## src/rtl/vga_capture.sv

```systemverilog
// vga_capture: sink-side VGA timing receiver.
// Samples hsync/vsync/rgb on each pix_en strobe, rebuilds the horizontal and
// vertical counters from sync leading edges, locks onto one fixed video mode
// and forwards active-area pixels with their coordinates.
module vga_capture #(
  parameter int   H_ACT       = 640,
  parameter int   H_SYNC      = 96,
  parameter int   H_BP        = 48,
  parameter int   H_TOTAL     = 800,
  parameter int   V_ACT       = 480,
  parameter int   V_SYNC      = 2,
  parameter int   V_BP        = 33,
  parameter int   V_TOTAL     = 525,
  parameter logic SYNC_POL    = 1'b0,
  parameter int   LOCK_FRAMES = 2
) (
  input  logic       clk,
  input  logic       rst_n,
  input  logic       pix_en,
  input  logic       hsync_in,
  input  logic       vsync_in,
  input  logic [7:0] rgb_in,
  output logic       pix_valid,
  output logic [9:0] pix_x,
  output logic [9:0] pix_y,
  output logic [7:0] pix_data,
  output logic       frame_start,
  output logic       locked,
  output logic [7:0] err_cnt
);

  // Counter limits and active window in counter widths
  localparam logic [10:0] H_LAST = 11'(H_TOTAL - 1);
  localparam logic [10:0] H_LIM  = 11'(H_TOTAL);
  localparam logic [10:0] H_ST   = 11'(H_SYNC + H_BP);
  localparam logic [10:0] H_END  = 11'(H_SYNC + H_BP + H_ACT - 1);
  localparam logic [9:0]  V_LAST = 10'(V_TOTAL - 1);
  localparam logic [9:0]  V_LIM  = 10'(V_TOTAL);
  localparam logic [9:0]  V_ST   = 10'(V_SYNC + V_BP);
  localparam logic [9:0]  V_END  = 10'(V_SYNC + V_BP + V_ACT - 1);
  localparam logic [3:0]  LOCK_N = 4'(LOCK_FRAMES);

  typedef enum logic [1:0] {
    SEARCH = 2'd0,
    TRACK  = 2'd1,
    LOCKED = 2'd2
  } state_t;

  state_t      state, state_nx;
  logic [3:0]  good_cnt, good_nx;
  logic        dirty, dirty_nx;

  logic        hs_prev, vs_prev;
  logic        hs_now, vs_now;
  logic        hs_edge, vs_edge;

  logic [10:0] hcnt, hcnt_nx;
  logic [9:0]  vcnt, vcnt_nx;
  logic        line_bad, frame_bad;
  logic        checking;
  logic        line_err, frame_err, any_err;

  logic        in_act;
  logic        cap;
  logic [9:0]  cap_x, cap_y;

  // Sync inputs reduced to "asserted" flags so polarity is handled once
  assign hs_now  = (hsync_in == SYNC_POL);
  assign vs_now  = (vsync_in == SYNC_POL);
  assign hs_edge = hs_now & ~hs_prev;
  assign vs_edge = vs_now & ~vs_prev;

  // Previous-sample sync levels, reset to deasserted
  always_ff @(posedge clk or negedge rst_n) begin
    if (!rst_n) begin
      hs_prev <= 1'b0;
      vs_prev <= 1'b0;
    end else if (pix_en) begin
      hs_prev <= hs_now;
      vs_prev <= vs_now;
    end
  end

  // Horizontal counter: restart on hs_edge, saturate at H_TOTAL if Hsync goes missing
  always_comb begin
    hcnt_nx  = hcnt;
    line_bad = 1'b0;
    if (hs_edge) begin
      hcnt_nx  = '0;
      line_bad = (hcnt != H_LAST);
    end else if (hcnt < H_LIM) begin
      hcnt_nx  = hcnt + 11'd1;
      line_bad = (hcnt == H_LAST);
    end
  end

  // Vertical counter: restart on vs_edge (wins over hs_edge), saturate at V_TOTAL
  always_comb begin
    vcnt_nx   = vcnt;
    frame_bad = 1'b0;
    if (vs_edge) begin
      vcnt_nx   = '0;
      frame_bad = (vcnt != V_LAST);
    end else if (hs_edge && (vcnt < V_LIM)) begin
      vcnt_nx   = vcnt + 10'd1;
      frame_bad = (vcnt == V_LAST);
    end
  end

  // While searching the counters have no valid reference yet, so the very
  // first edges after reset or a lost lock are never reported as errors.
  assign checking  = (state != SEARCH);
  assign line_err  = pix_en & checking & line_bad;
  assign frame_err = pix_en & checking & frame_bad;
  assign any_err   = line_err | frame_err;

  // Coordinates of the current sample use the post-update counter values
  assign in_act = (hcnt_nx >= H_ST) && (hcnt_nx <= H_END) &&
                  (vcnt_nx >= V_ST) && (vcnt_nx <= V_END);
  assign cap    = pix_en & (state == LOCKED) & in_act & ~any_err;
  assign cap_x  = 10'(hcnt_nx - H_ST);
  assign cap_y  = vcnt_nx - V_ST;

  // Counter registers advance only on samples
  always_ff @(posedge clk or negedge rst_n) begin
    if (!rst_n) begin
      hcnt <= '0;
      vcnt <= '0;
    end else if (pix_en) begin
      hcnt <= hcnt_nx;
      vcnt <= vcnt_nx;
    end
  end

  // Lock FSM state, good-frame counter and per-frame error flag
  always_ff @(posedge clk or negedge rst_n) begin
    if (!rst_n) begin
      state    <= SEARCH;
      good_cnt <= '0;
      dirty    <= 1'b0;
    end else begin
      state    <= state_nx;
      good_cnt <= good_nx;
      dirty    <= dirty_nx;
    end
  end

  // Lock FSM next state: count error-free frames in TRACK, drop on any error in LOCKED.
  // An error earlier in a frame is remembered in dirty so that frame cannot count as good.
  always_comb begin
    state_nx = state;
    good_nx  = good_cnt;
    dirty_nx = dirty;
    if (pix_en) begin
      case (state)
        SEARCH: begin
          if (vs_edge) begin
            state_nx = TRACK;
            good_nx  = '0;
            dirty_nx = 1'b0;
          end
        end
        TRACK: begin
          if (vs_edge) begin
            dirty_nx = 1'b0;
            if (any_err || dirty) begin
              good_nx = '0;
            end else if ((good_cnt + 4'd1) == LOCK_N) begin
              state_nx = LOCKED;
              good_nx  = '0;
            end else begin
              good_nx = good_cnt + 4'd1;
            end
          end else if (any_err) begin
            good_nx  = '0;
            dirty_nx = 1'b1;
          end
        end
        LOCKED: begin
          if (any_err) begin
            state_nx = SEARCH;
          end
        end
        default: begin
          state_nx = SEARCH;
        end
      endcase
    end
  end

  assign locked = (state == LOCKED);

  // Capture outputs: one-clock pulses, coordinates and data hold until the next capture
  always_ff @(posedge clk or negedge rst_n) begin
    if (!rst_n) begin
      pix_valid   <= 1'b0;
      frame_start <= 1'b0;
      pix_x       <= '0;
      pix_y       <= '0;
      pix_data    <= '0;
    end else begin
      pix_valid   <= cap;
      frame_start <= cap & (cap_x == 10'd0) & (cap_y == 10'd0);
      if (cap) begin
        pix_x    <= cap_x;
        pix_y    <= cap_y;
        pix_data <= rgb_in;
      end
    end
  end

  // Saturating timing-error counter, one count per erroring sample
  always_ff @(posedge clk or negedge rst_n) begin
    if (!rst_n) begin
      err_cnt <= '0;
    end else if (any_err && (err_cnt != 8'hFF)) begin
      err_cnt <= err_cnt + 8'd1;
    end
  end

endmodule

```

## config.mk

```make
export PLATFORM = sky130hd
export DESIGN_NAME = vga_capture
export DESIGN_NICKNAME = d
export VERILOG_FILES = /design/src/rtl/vga_capture.sv
export SDC_FILE = /design/constraint.sdc
export NUM_CORES = 1
export LEC_CHECK = 0
export CORE_UTILIZATION = 55
export DETAILED_ROUTE_END_ITERATION = 12
export PLACE_DENSITY_LB_ADDON = 0.1
export SYNTH_ARGS = -nofsm -noshare
export SYNTH_HDL_FRONTEND = slang
export SYNTH_SLANG_ARGS = --single-unit
```

## constraint.sdc

```tcl
create_clock -name clk -period 7.71 [get_ports clk]
set_clock_uncertainty 0.2 [all_clocks]
set_input_delay 1.542 -clock clk [delete_from_list [all_inputs] [get_ports clk]]
set_output_delay 1.542 -clock clk [all_outputs]
set_load 0.005 [all_outputs]
```

==> impl_metrics.tcl <==
set metrics [dict create \
    final_core_util_pct 67.98 \
    ys.warnings.count 0 \
    worst_setup_hold_path_clk_slew_ns 0.07 \
    tightest_slew_ns 0.8850 \
    netSwitchingPower_uw 252.2 \
    postCtsSetupRepairBufs 0 \
    syn-num-nets 464 \
    fp.dieArea_sq_um 8156 \
    grt_pass1_vias 3350 \
    worst_path_buffer_plus_inverter_count 4 \
    stdcell_area_sq_um 5036 \
    critical_path_peak_fanout 30 \
    synth-xor-area-share_pct 5.513 \
    dominantRegCellSynth "dfrtp_1" \
    post_drt_wl_per_cell_microns 16.51 \
    gp_routability_congestion 0.8983 \
    insertion_delay_to_the_later_sink_of_the_worst_skew_pair_ns 0.35 \
    number_of_library_cell_types_mapped_by_synthesis 63 \
    post_synth_mux_area_share_pct 12.22 \
    cell_internal_pwr_uw 648.6 \
    slew_headroom_pct 40.25 \
    fmax_mhz 197.2 \
    route.vias.total 3548 \
    layout_min_cycle_time_ns 5.071 \
    crit_path_max_incr_delay_ns 0.50 \
    timing.critical_path.arrival_ns 5.10 \
    totalNegativeSetupSlack_ns 0 \
    gate_count_of_the_mapped_netlist 438 \
    startpoint_type "input port" \
    clockRootBuffer "clkbuf_8" \
    die_y_microns 90.31 \
    ctsHtreeMaxLevel 3 \
    postCtsHoldBufs 0 \
    placeableCoreArea_sq_um 7408 \
    cap_violations 0 \
    p_leak_uw 0.002184 \
    report.final.slew_viol_count 0 \
    switching_share_pct 27.99 \
    postSynth.asyncResetShare_pct 100.0 \
    synth.ff_latch_count 68 \
    cpLargestDelayFamily "buffers and inverters" \
    post_cts_resize_count 0 \
    run_status "complete, no violations" \
    min-delay-path-class "reg2reg" \
    grt_start_max_net_pins 69 \
    synth-adder-area-share_pct 3.792 \
    cts_max_path_buffers 2 \
    numPortBuffers 51 \
    reg2reg_slack_ns 3.52 \
    route.antenna.remaining_nets 0 \
    dp_cells 569 \
    instances_no_fill 583 \
    grt_usage_pct 25.02 \
    die_w_microns 90.31 \
    number_of_synthesized_flops_with_an_enable_pin 0 \
    report.final.hold_viol_count 0 \
    timing.final.setup_violations 0 \
    nets 507 \
    i_o_pins 52 \
    rows 31 \
    critical_path_sink_type "flip-flop" \
    count_of_unresolved_drc_violations_after_routing 0 \
    drt-pass1-iter-count 5 \
    area_delta_synth_final_pct 17.42 \
    n_fill_cell 574 \
    n_antenna_cell 0 \
    detailed_place_hpwl_microns 6719 \
    cts-buffers-inserted 9 \
    clkPwrFrac_pct 34.5 \
    final_min_period_over_clock_period_pct 65.77 \
    grt-ovfl-total 0 \
    crit_slowest_cell "buf_4" \
    power.density_cell_area_nw_per_um2 178.9 \
    mean_instance_size_in_the_synthesized_netlist_sq_um 9.792 \
    synth_sequential_area_ratio_pct 39.67 \
    grt_pass1_wl_microns 16170 \
    cts_tree "done" \
    synth_compound_area_share_pct 13.91 \
    clock-sinks 68 \
    initial_core_util_pct 57.90 \
    placement.cell_area_sq_um 4827 \
    grt_setup_unrepaired "false" \
    worst-setup-path-type "in2reg" \
    seq_power_share_pct 46.5 \
    worst_supply_voltage_drop_on_vdd_uv 128.8 \
    main_combinational_cell_family_by_area_after_synthesis "simple AND/OR/NAND/NOR gates" \
    first_iter_violations 243 \
    combinationalPowerShare_pct 18.9 \
    p_total_uw 900.8 \
    layout-drive-gt1-share_pct 13.43 \
    mappedNetlistArea_sq_um 4289 \
    synth-simple-area-share_pct 20.30 \
    grt_antenna_before_repair 0 \
    timing.critical_path.required_ns 7.74 \
    postRouteWirelength_microns 9626 \
    cp_cell_sequence "clkdlybuf4s50_1 > nor2_1 > buf_4 > nand2_1 > nor2_1 > xnor2_1 > or2_2 > inv_1 > ha_1 > a31o_2 > a22o_2 > a22oi_2 > nor4_4 > buf_4 > mux2_4" \
    viasPerCell 6.086 \
]
==> layout by cell type, fill, tap and decap left out, drive strengths merged, types with 9 or more instances in the layout <==
cell type / n
inv: 18
clkdlybuf4s50: 50
nor4: 11
xor2: 12
mux2: 30
nand2: 51
xnor2: 15
clkbuf: 13
dfrtp: 68
nand3: 12
o21ai: 33
a21oi: 14
ha: 13
and3: 10
nor2: 20
nor3: 9
mux2i: 10
==> worst register-to-register path: stages, from the launching register on <==
cell	delay [ns]
dfrtp_1	0.46
or4_4	0.60
o21a_4	0.28
nor2_1	0.23
xnor2_1	0.08
or2_2	0.31
inv_1	0.11
ha_1	0.21
a31o_2	0.16
a22o_2	0.17
a22oi_2	0.10
nor4_4	0.29
buf_4	0.50
mux2_4	0.35
==> metrics by stage <==
step,setup WS (ns),hold WS [ns]
finish,2.639,0.2985
global route,2.386,0.3181
CTS,2.653,0.2992
detailed placement,2.296,0.2825
global placement,2.437,0.2760
floorplan,3.444,0.2643
==> cell families (layout without fill, tap and decap cells) <==
kind of cell,Yosys count,after routing
muxes,40,40
and+or+nand+nor,160,160
buffers and inverters,42,88
DFF,68,68
adders and majority gates,13,13
xor gates and xnor gates,27,27
AOI/OAI and AO/OA,88,88
==> power by group through the flow <==
stage / logic, uW / registers (uW) / clock network, uW
floorplan: 115 / 409 / 0
global placement: 166 / 424 / 0
detailed placement: 170 / 424 / 0
CTS: 171 / 419 / 317
global route: 192 / 424 / 331
finish: 171 / 419 / 311
==> metal layers <==
layer | wire (microns) | vias up | track usage (%)
li1 | - | 1674 | -
met5 | 0 | - | 0
met3 | 552 | 21 | 4.040
met2 | 4397 | 133 | 38.68
met4 | 229 | 0 | 12.10
met1 | 4447 | 1720 | 34.34
==> area by class of cell <==
type	count	area (sq um)	area share [%]
flip-flops and latches	68	1702	33.79
clock inverters	1	30.03	0.5963
repair buffers	56	543.0	10.78
inverters	18	67.56	1.342
well taps	99	123.9	2.460
multi-input cells	328	2391	47.48
clock buffers	13	178.9	3.553
==> registers in the layout (all words and copies together), names as in the netlist <==
signal       cells
vcnt            10
pix_x           10
pix_valid        1
frame_start      1
hs_prev          1
dirty            1
pix_y           10
vs_prev          1
err_cnt          8
good_cnt         4
pix_data         8
state            2
hcnt            11
==> cell usage after synthesis, types with 2 or more instances <==
cell	count	area, sq um
mux2_2	7	78.83
nor3_1	7	35.03
nand2b_1	5	31.28
o311ai_0	2	17.52
o2111ai_1	2	17.52
a21oi_1	13	65.06
and4b_1	2	20.02
o21a_1	4	30.03
nor2b_1	3	18.77
and3_1	10	62.56
buf_6	5	56.30
ha_1	13	162.7
and4_1	5	43.79
nor4_1	10	62.56
nor4b_1	3	26.28
o21ai_0	30	150.1
mux2_4	23	345.3
o211ai_1	2	15.01
dfrtp_1	68	1702
and2_1	5	31.28
o21ai_1	3	15.01
o311a_1	3	30.03
mux2i_1	10	100.1
o31ai_1	4	30.03
a31oi_1	4	25.02
nand4b_1	3	26.28
inv_1	17	63.81
or3_1	3	18.77
xor2_1	12	105.1
nor3_2	2	20.02
clkbuf_1	17	63.81
o41ai_1	2	17.52
nand3_1	12	60.06
nand2_1	51	191.4
nor2_1	20	75.07
a211oi_1	2	15.01
a22o_1	2	17.52
xnor2_1	15	131.4
or2_2	4	25.02
a311oi_1	2	17.52
or4_1	2	15.01
nand4_1	8	50.05
==> final timing paths <==
| check | start | to | cells past startpoint |
|---|---|---|---|
| max | hsync_in | pix_y[8] | 15 |
| min | err_cnt[4] | err_cnt[4] | 1 |
| max reg2reg | vcnt[8] | pix_y[8] | 13 |
| min reg2reg | err_cnt[4] | err_cnt[4] | 1 |
| max in group asynchronous | rst_n | pix_x[9] | 2 |
| min in group asynchronous | rst_n | pix_data[6] | 2 |
No activity file was read; power rests on OpenSTA's default activity.
